## config.mk

```make
export PLATFORM = sky130hd
export DESIGN_NAME = mips_lsu
export DESIGN_NICKNAME = d
export VERILOG_FILES = /design/src/rtl/mips_pkg.sv /design/src/rtl/mips_lsu_align.sv /design/src/rtl/mips_lsu.sv
export SDC_FILE = /design/constraint.sdc
export NUM_CORES = 1
export LEC_CHECK = 0
export CORE_MARGIN = 4
export CORE_UTILIZATION = 44
export DETAILED_ROUTE_END_ITERATION = 8
export PLACE_DENSITY = 0.74
export SLEW_MARGIN = 40
export SYNTH_ARGS = -nofsm -noshare
export SYNTH_HDL_FRONTEND = slang
export SYNTH_SLANG_ARGS = --single-unit
```

## constraint.sdc

```tcl
create_clock -name clk -period 12.7 [get_ports clk]
set_input_delay 1.905 -clock clk [delete_from_list [all_inputs] [get_ports clk]]
set_output_delay 1.905 -clock clk [all_outputs]
set_load 0.005 [all_outputs]
```

## src/rtl/mips_pkg.sv

```systemverilog
// Shared encodings for the MIPS load/store unit: request ops,
// access sizes, FSM states and the alignment rule.
package mips_pkg;

   typedef enum logic [1:0] {
      OP_LOAD  = 2'd0,
      OP_STORE = 2'd1,
      OP_LL    = 2'd2,
      OP_SC    = 2'd3
   } op_e;

   typedef enum logic [1:0] {
      SZ_BYTE  = 2'd0,
      SZ_HALF  = 2'd1,
      SZ_WORD  = 2'd2,
      SZ_DWORD = 2'd3
   } size_e;

   typedef enum logic [1:0] {
      ST_IDLE   = 2'd0,
      ST_CMD    = 2'd1,
      ST_RDWAIT = 2'd2,
      ST_RESP   = 2'd3
   } state_e;

   // A dword is only legal on a 64-bit memory bus.
   function automatic logic is_aligned(
      input size_e      sz,
      input logic [2:0] lo,
      input logic       dw64
   );
      logic ok;
      case (sz)
         SZ_BYTE: ok = 1'b1;
         SZ_HALF: ok = ~lo[0];
         SZ_WORD: ok = (lo[1:0] == 2'b00);
         default: ok = dw64 && (lo == 3'b000);
      endcase
      return ok;
   endfunction

endpackage

```

## src/rtl/mips_lsu_align.sv

```systemverilog
// Big-endian lane steering: byte enables, store replication,
// load field extract with zero/sign extension.
module mips_lsu_align
   import mips_pkg::*;
#(
   parameter int DATA_W = 32
) (
   input  size_e                       i_size,
   input  logic [$clog2(DATA_W/8)-1:0] i_off,
   input  logic                        i_signext,
   input  logic [DATA_W-1:0]           i_wdata,
   input  logic [DATA_W-1:0]           i_rdata,
   output logic [DATA_W/8-1:0]         o_be,
   output logic [DATA_W-1:0]          o_wdata,
   output logic [DATA_W-1:0]          o_rdata
);

   localparam int NB = DATA_W / 8;

   always_comb begin : p_lane
      int   n;
      int   src;
      logic sgn;
      n       = 1 << i_size;
      if (n > NB) n = NB;
      src     = 0;
      sgn     = 1'b0;
      o_be    = '0;
      o_wdata = i_wdata;
      o_rdata = '0;

      // Offset 0 is the most significant lane, so lane i holds offset NB-1-i.
      for (int i = 0; i < NB; i++) begin
         o_be[i] = ((NB - 1 - i) >= int'(i_off)) &&
                   ((NB - 1 - i) < (int'(i_off) + n));
      end

      case (i_size)
         SZ_BYTE:
            for (int i = 0; i < NB; i++)
               o_wdata[8*i +: 8] = i_wdata[7:0];
         SZ_HALF:
            for (int i = 0; i < NB/2; i++)
               o_wdata[16*i +: 16] = i_wdata[15:0];
         SZ_WORD:
            for (int i = 0; i < NB/4; i++)
               o_wdata[32*i +: 32] = i_wdata[31:0];
         default:
            o_wdata = i_wdata;
      endcase

      for (int k = 0; k < NB; k++) begin
         src = int'(i_off) + n - 1 - k;
         if ((k < n) && (src >= 0) && (src < NB))
            o_rdata[8*k +: 8] = i_rdata[8*(NB-1-src) +: 8];
      end

      sgn = i_signext & o_rdata[8*n-1];
      for (int k = 0; k < NB; k++) begin
         if (k >= n)
            o_rdata[8*k +: 8] = {8{sgn}};
      end
   end

endmodule

```

## src/rtl/mips_lsu.sv

```systemverilog
// MIPS load/store unit: one outstanding access, big-endian lanes,
// LL/SC reservation, flush and misalignment handling.
module mips_lsu
   import mips_pkg::*;
#(
   parameter int DATA_W  = 32,
   parameter int ADDR_W  = 32,
   parameter bit LLSC_EN = 1'b1
) (
   input  logic                clk,
   input  logic                rst_n,
   input  logic                req_valid,
   output logic                req_ready,
   input  logic [1:0]          req_op,
   input  logic [1:0]          req_size,
   input  logic                req_signext,
   input  logic [ADDR_W-1:0]   req_addr,
   input  logic [DATA_W-1:0]   req_wdata,
   input  logic [4:0]          req_rd,
   output logic                mem_req,
   input  logic                mem_gnt,
   output logic [ADDR_W-1:0]   mem_addr,
   output logic [DATA_W/8-1:0] mem_be,
   output logic                mem_we,
   output logic [DATA_W-1:0]   mem_wdata,
   input  logic                mem_rvalid,
   input  logic [DATA_W-1:0]   mem_rdata,
   output logic                rsp_valid,
   output logic                rsp_we,
   output logic [4:0]          rsp_rd,
   output logic [DATA_W-1:0]   rsp_data,
   output logic                stall,
   output logic                misalign,
   input  logic                flush
);

   localparam int NB    = DATA_W / 8;
   localparam int OFF_W = $clog2(NB);
   localparam logic [DATA_W-1:0] ONE = {{(DATA_W-1){1'b0}}, 1'b1};

   state_e              r_state;
   op_e                 r_op;
   size_e               r_size;
   logic                r_signext;
   logic [OFF_W-1:0]    r_off;
   logic [4:0]          r_rd;
   logic                r_kill;
   logic                r_mem_req;
   logic [ADDR_W-1:0]   r_mem_addr;
   logic [NB-1:0]       r_mem_be;
   logic                r_mem_we;
   logic [DATA_W-1:0]   r_mem_wdata;
   logic                r_rsp_valid;
   logic                r_rsp_we;
   logic [4:0]          r_rsp_rd;
   logic [DATA_W-1:0]   r_rsp_data;
   logic                r_misalign;
   logic                r_resv_vld;
   logic [ADDR_W-3:0]   r_resv_addr;

   op_e                 w_op;
   size_e               w_size;
   logic                w_idle;
   logic                w_accept;
   logic                w_mis;
   logic                w_resv_hit;
   logic                w_is_wr;
   logic                w_r_is_rd;
   size_e               w_al_size;
   logic [OFF_W-1:0]    w_al_off;
   logic [NB-1:0]       w_be;
   logic [DATA_W-1:0]   w_wdata;
   logic [DATA_W-1:0]   w_rdata;

   assign w_op       = op_e'(req_op);
   assign w_size     = size_e'(req_size);
   assign w_idle     = (r_state == ST_IDLE);
   assign w_accept   = req_valid & w_idle & rst_n;
   assign w_mis      = ~is_aligned(w_size, req_addr[2:0], DATA_W == 64);
   assign w_resv_hit = r_resv_vld &&
                       (req_addr[ADDR_W-1:2] == r_resv_addr);
   assign w_is_wr    = (w_op == OP_STORE) || (w_op == OP_SC);
   assign w_r_is_rd  = (r_op == OP_LOAD) || (r_op == OP_LL);

   // Steering sees the live request in IDLE and the latched one later.
   assign w_al_size  = w_idle ? w_size : r_size;
   assign w_al_off   = w_idle ? req_addr[OFF_W-1:0] : r_off;

   mips_lsu_align #(
      .DATA_W (DATA_W)
   ) u_align (
      .i_size    (w_al_size),
      .i_off     (w_al_off),
      .i_signext (r_signext),
      .i_wdata   (req_wdata),
      .i_rdata   (mem_rdata),
      .o_be      (w_be),
      .o_wdata   (w_wdata),
      .o_rdata   (w_rdata)
   );

   always_ff @(posedge clk or negedge rst_n) begin
      if (!rst_n) begin
         r_state     <= ST_IDLE;
         r_op        <= OP_LOAD;
         r_size      <= SZ_BYTE;
         r_signext   <= 1'b0;
         r_off       <= '0;
         r_rd        <= '0;
         r_kill      <= 1'b0;
         r_mem_req   <= 1'b0;
         r_mem_addr  <= '0;
         r_mem_be    <= '0;
         r_mem_we    <= 1'b0;
         r_mem_wdata <= '0;
         r_rsp_valid <= 1'b0;
         r_rsp_we    <= 1'b0;
         r_rsp_rd    <= '0;
         r_rsp_data  <= '0;
         r_misalign  <= 1'b0;
         r_resv_vld  <= 1'b0;
         r_resv_addr <= '0;
      end else begin
         r_misalign  <= 1'b0;
         r_rsp_valid <= 1'b0;
         unique case (r_state)
            ST_IDLE: begin
               if (w_accept) begin
                  r_op      <= w_op;
                  r_size    <= w_size;
                  r_signext <= req_signext;
                  r_off     <= req_addr[OFF_W-1:0];
                  r_rd      <= req_rd;
                  r_kill    <= 1'b0;
                  if (w_mis) begin
                     r_misalign <= 1'b1;
                  end else if (LLSC_EN && (w_op == OP_SC) && !w_resv_hit) begin
                     r_rsp_valid <= 1'b1;
                     r_rsp_we    <= 1'b1;
                     r_rsp_rd    <= req_rd;
                     r_rsp_data  <= '0;
                     r_state     <= ST_RESP;
                  end else begin
                     r_mem_req   <= 1'b1;
                     r_mem_addr  <= req_addr;
                     r_mem_be    <= w_be;
                     r_mem_we    <= w_is_wr;
                     r_mem_wdata <= w_wdata;
                     r_state     <= ST_CMD;
                  end
               end
            end
            ST_CMD: begin
               if (mem_gnt) begin
                  r_mem_req <= 1'b0;
                  r_mem_we  <= 1'b0;
                  r_mem_be  <= '0;
                  if (w_r_is_rd) begin
                     r_kill  <= flush;
                     r_state <= ST_RDWAIT;
                  end else begin
                     r_rsp_valid <= ~flush;
                     r_rsp_we    <= (r_op == OP_SC);
                     r_rsp_rd    <= r_rd;
                     r_rsp_data  <= (r_op == OP_SC) ? ONE : '0;
                     r_state     <= ST_RESP;
                  end
               end else if (flush) begin
                  r_mem_req <= 1'b0;
                  r_mem_we  <= 1'b0;
                  r_mem_be  <= '0;
                  r_state   <= ST_IDLE;
               end
            end
            ST_RDWAIT: begin
               if (mem_rvalid) begin
                  r_rsp_valid <= ~(r_kill | flush);
                  r_rsp_we    <= 1'b1;
                  r_rsp_rd    <= r_rd;
                  r_rsp_data  <= w_rdata;
                  r_state     <= ST_RESP;
               end else if (flush) begin
                  r_kill <= 1'b1;
               end
            end
            ST_RESP: r_state <= ST_IDLE;
            default: r_state <= ST_IDLE;
         endcase

         if (LLSC_EN && w_accept) begin
            if ((w_op == OP_LL) && !w_mis) begin
               r_resv_vld  <= 1'b1;
               r_resv_addr <= req_addr[ADDR_W-1:2];
            end else if ((w_op == OP_SC) ||
                         ((w_op == OP_STORE) && w_resv_hit)) begin
               r_resv_vld <= 1'b0;
            end
         end
         if (flush) r_resv_vld <= 1'b0;
      end
   end

   assign req_ready = w_idle;
   assign stall     = ~w_idle | w_accept;
   assign mem_req   = r_mem_req;
   assign mem_addr  = r_mem_addr;
   assign mem_be    = r_mem_be;
   assign mem_we    = r_mem_we;
   assign mem_wdata = r_mem_wdata;
   assign rsp_valid = r_rsp_valid;
   assign rsp_we    = r_rsp_we;
   assign rsp_rd    = r_rsp_rd;
   assign rsp_data  = r_rsp_data;
   assign misalign  = r_misalign;

endmodule

```

### Word-level counts from Yosys, hierarchy flattened

Index checks and enable logic that the tools add are counted.

* bits in registers: 156
* input bits: 112
* logic and storage cells: 210

* add/subtract/negate cells: 10
* $lt $le $gt $ge: 25
* equal/unequal tests: 23
* shift operators: 5
* muxes and demuxes: 82
* bitwise operators: 10
* reductions and logical operators: 36

Operators by type and width (number)
* 2-to-1 mux 32 bit: 7
* greater-or-equal comparator 32 x 1 -> 1 bit (second input constant): 4
* less-than comparator 3 x 32 -> 1 bit (first input constant): 4
* less-than comparator 32 x 4 -> 1 bit (second input constant): 4
* variable part select 32 x 32 -> 8 bit: 4
* subtractor 3 x 29 -> 29 bit (first input constant): 4
* case mux 32 bit (3 select lines): 1
* subtractor 32 x 2 -> 32 bit (second input constant): 3
* greater-or-equal comparator 3 x 32 -> 1 bit (first input constant): 2
* less-than comparator 1 x 32 -> 1 bit (first input constant): 2
* less-than comparator 2 x 32 -> 1 bit (first input constant): 2
* 2-to-1 mux 8 bit: 8
* case mux 32 bit (2 select lines): 1
* subtractor 32 x 3 -> 32 bit (second input constant): 2
* 2-to-1 mux 1 bit: 36
* adder 3 x 32 -> 32 bit: 1
* greater-or-equal comparator 1 x 32 -> 1 bit (first input constant): 1
* greater-or-equal comparator 2 x 32 -> 1 bit (first input constant): 1
* > comparator 32 x 4 -> 1 bit (second input constant): 1
* less-than comparator 32 x 7 -> 1 bit (second input constant): 1
* << shifter 1 x 2 -> 32 bit (first input constant): 1
* equality test 30 bit: 1
* 2-to-1 mux 5 bit: 6
* 2-to-1 mux 4 bit: 5
* other kinds (28): 89

### Longest topological paths before layout

* depth after elaboration: 19
* gate-level depth with buffers: 23
* gate-level depth less buffers: 21

### Hierarchy

Synthesis repeated with hierarchy kept, for this count alone.

* cells, all modules: 786
* area, all modules: 9638.0 um^2

Modules (own cells, without submodules)
* mips_lsu: instances 1, cells each 494, area an instance 7036.7 um^2
* mips_lsu_align: instances 1, cells each 292, area an instance 2601.2 um^2

### Worst setup path after synthesis

No wires, ideal clock.

* path kind: input-to-reg
* start: in req_size[1]
* end: reg r_rsp_data[23], in the netlist rsp_data[23]
* setup time: 0.065 ns
* data arrival time: 6.321 ns
* data required time: 12.635 ns
* path slack: 6.314 ns
* cell stages on the path: 19
* buffers on the path: 1
* cells stage by stage: o31ai_2 > clkbuf_1 > ha_1 > inv_1 > fa_1 > ha_1 > xnor2_1 > xnor2_2 > inv_1 > ha_1 > xor2_1 > ha_1 > nor2_1 > nand3_1 > a31oi_1 > o311ai_0 > a311o_1 > nor4b_1 > a211o_1

* cells in the longest elaborated chain, start to end: 18
* elaborated cells on any way between the ends: 56
* classes of those cells: add/sub: 10; order compare: 14; eq/ne: 3; shift: 5; mux: 13; bitwise: 1; reduce/logical: 10

RTL lines
* from (decl): RTL line mips_lsu.sv:15 `input logic [1:0] req_size,`
* branches (longest 18 deep; another with > comparator 32 x 4 -> 1 bit)
* to (signal assigned): RTL line mips_lsu.sv:165 `r_rsp_data <= (r_op == OP_SC) ? ONE : '0;`
* to (signal assigned): RTL line mips_lsu.sv:180 `r_rsp_data <= w_rdata;`
* to (decl): RTL line mips_lsu.sv:56 `logic [DATA_W-1:0] r_rsp_data;`

Several ways; the timed one is not identified. The select of a mux whose other input is x is not followed.
A chain may end at the register's enable or synchronous reset.

### Worst setup path in the final report

Same ends and word-level chain as after synthesis.

==> metrics <==
std cell rows=50; initial antenna violation count=1; Setup Buffers After CTS=0; Clock Skews=0.0128 ns; worst stage delay on the critical path=1.01 ns; Net Sw Frac=0.406; Area Growth Syn to Fin=37.0%; Clk pwr share=0.146; # DRC=0; Synth Instances=701; largest cells by area after synthesis=dfrtp_1 46%, mux2_2 12%, mux4_2 8.6%; max-cap viol count=0; largest net degree at the start of global routing=85; top-count cell post-synth=dfrtp_1; Post-Syn Area=8400 um^2; CP arrival=7.78 ns; GPL Wtd Cong=0.869; TritonRoute pass-1 iters=6; unrepaired setup endpoints after global routing=no; die footprint=21400 um^2; power per cell area=328 nW/um^2; routed wire length=22.1 mm; crit end category=register; Worst Path Required=13.06 ns; fin crit share=0.584; static leakage=0.00484 uW; Slew @ Worst Pin=0.731 ns; DRT antenna net count=0; number of synthesized register bits=156; design area=11500 um^2; Yosys cell types=60; Initial Utilization=0.447; Post-synth EDFFs=0; CP Cell Sequence=clkdlybuf4s50_1 -> mux2_4 -> nor2_2 -> inv_1 -> fa_1 -> ha_1 -> nand2b_1 -> a21oi_1 -> inv_1 -> ha_1 -> nor2b_1 -> a2111oi_0 -> o311ai_0 -> a311o_1 -> nor4b_1 -> a211o_1; Sw Pwr=1530 uW; Top FF cell, synth=dfrtp_1; Tmin final=7.42 ns; GRT overflow=0; Max stage delay cell, worst path=fa_1; layout cells sized above 1=0.194; Core ar.=18800 um^2; Final Slew Violations=0; crit-path max FO=30; post-DP HPWL=16.1 mm; Cell Int Power=2240 uW; Yosys warnings=0; Max VDD drop=0.260 mV; input/output buffers=223; largest area contributor in the netlist=dfrtp_1; placed cell areas=10900 um^2; Util after Layout=0.613; detailed-route via count=6440; sequential share of the synthesized area=0.465; min-delay src=rsp_rd[1]; PostCTS Resize Cnt=0; Die Span X=146 um; worst skew pair latency=0.43 ns; die height=146 um; Total GRT Usage=0.207; Comb power frac=0.631; crit path kind=in -> reg; crit start category=primary input; Fmax=135 MHz; Syn Area/Cell=12.0 um^2; global-route wire length before repair=35.4 mm; Synth Net Count=836; filler cell count=1510; hold crit path type=reg -> reg; share of the synthesized area in the top cell type=0.465; H-tree depth=4; CTS Root Cell=clkbuf_16; CTS max path bufs=2; CTS clk-pin slew, worst paths=0.07 ns; DR iter-0 viols=305; Vias per Instance=5.56; setup_tns=0 ns; vias in the first global route=6562; Fin. Hold Viols=0; Final nets=1047; Post-synth ARST share=1.00; # setup viols final=0; status=complete, no violations; synth cell count leaders=156 x dfrtp_1, 91 x mux2_2, 49 x nand2_1; Flop pwr share=0.223; normalized max-slew margin=0.511; CTS sink count=156; routed len/inst=19.1 um; CTS buffer count=17; final hold slack=0.482 ns; antenna diode count=0; CTS tree=built; hold buffer count at cts=0; crit path launch=req_size[1]; num ports=224; Critical R2R Launch=r_state[0]
-- per-stage QoR --
stage          power (uW)  setup WS [ns]  instances
2_1_floorplan        2490           6.31        701
3_3_place_gp         3190           5.02       1127
3_5_place_dp         3220           4.84       1127
4_1_cts              3810           5.29       1159
5_1_grt              4070           4.80       1159
6_report             3770           5.28       1159
-- placed cells by master, fill, tap and decap left out, types with 4 or more instances in the layout --
cell type,instances
clkbuf_16,17
nand2_1,49
nor3_1,4
nand4_1,14
clkdlybuf4s50_1,222
ha_1,21
a222oi_1,8
a22o_1,8
mux4_2,32
a31oi_1,10
mux2_2,91
nand3_1,11
mux2i_1,16
nor4b_1,8
nor2_1,37
inv_1,27
o21ai_1,7
xnor2_1,32
dfrtp_1,156
o21ai_0,27
a21oi_1,34
a211o_1,9
nor2b_1,9
inv_6,6
a211oi_1,4
buf_4,7
-- per-layer routing --
metal  GRT usage  share of wire
met5           0        0.00059
met4      0.0381         0.0080
met3      0.0816           0.10
met2       0.318           0.45
met1       0.282           0.44
-- sequential cells by signal, summed over array words and instances, names as in the netlist, 2 cells and up --
register,count
mem_addr,32
mem_be,4
mem_wdata,32
r_off,2
r_op,2
r_rd,5
r_resv_addr,30
r_size,2
r_state,2
rsp_data,32
rsp_rd,5
-- critical path: cells and delay by family --
kind	cells	cell delay (ns)
buffers and inverters	3	0.98
adders and majority gates	3	1.53
and+or+nand+nor	4	1.01
muxes	1	0.49
AOI/OAI and AO/OA	5	1.85
-- path summary, 6_finish.rpt --
path / end / slack, ns / cells past startpoint
setup / recovery: rsp_data[23] / 5.28 / 16
hold / removal: rsp_rd[1] / 0.48 / 2
setup reg to reg: rsp_data[23] / 6.31 / 17
hold reg to reg: rsp_rd[1] / 0.48 / 2
max in group asynchronous: mem_wdata[21] / 10.03 / 2
min in group asynchronous: rsp_rd[0] / 1.51 / 1
-- cells by family (layout without fill, tap and decap cells) --
| group | Yosys count | after routing | synth area share |
|---|---|---|---|
| AO/OA/AOI/OAI | 128 | 128 | 0.104 |
| adder cells (fa/ha/maj) | 23 | 23 | 0.0352 |
| buffers and inverters | 66 | 290 | 0.0314 |
| multiplexers | 141 | 141 | 0.231 |
| AND/OR/NAND/NOR | 149 | 149 | 0.0919 |
| flip-flops | 156 | 156 | 0.465 |
| XOR/XNOR | 37 | 37 | 0.0411 |
| other | 1 | 1 | 0.000447 |
-- power groups by stage --
stage                     Clock, uW  Sequential (uW)  Combinational (uW)
after floorplan                   0              844                1640
after global placement            0              837                2350
after detailed placement          0              847                2380
after CTS                       568              842                2400
after global routing            590              868                2620
final                           552              841                2380
-- layout make-up --
cell class / instances / area (um^2) / share of cell area
Tap cell: 234 / 293 / 0.0254
Timing Repair Buffer: 231 / 2300 / 0.200
Clock inverter: 15 / 216 / 0.0188
Inverter: 27 / 101 / 0.00881
Multi-Input combinational cell: 479 / 4270 / 0.371
Clock buffer: 17 / 425 / 0.0370
Sequential cell: 156 / 3900 / 0.339
Power figures use the tool's default switching activity.
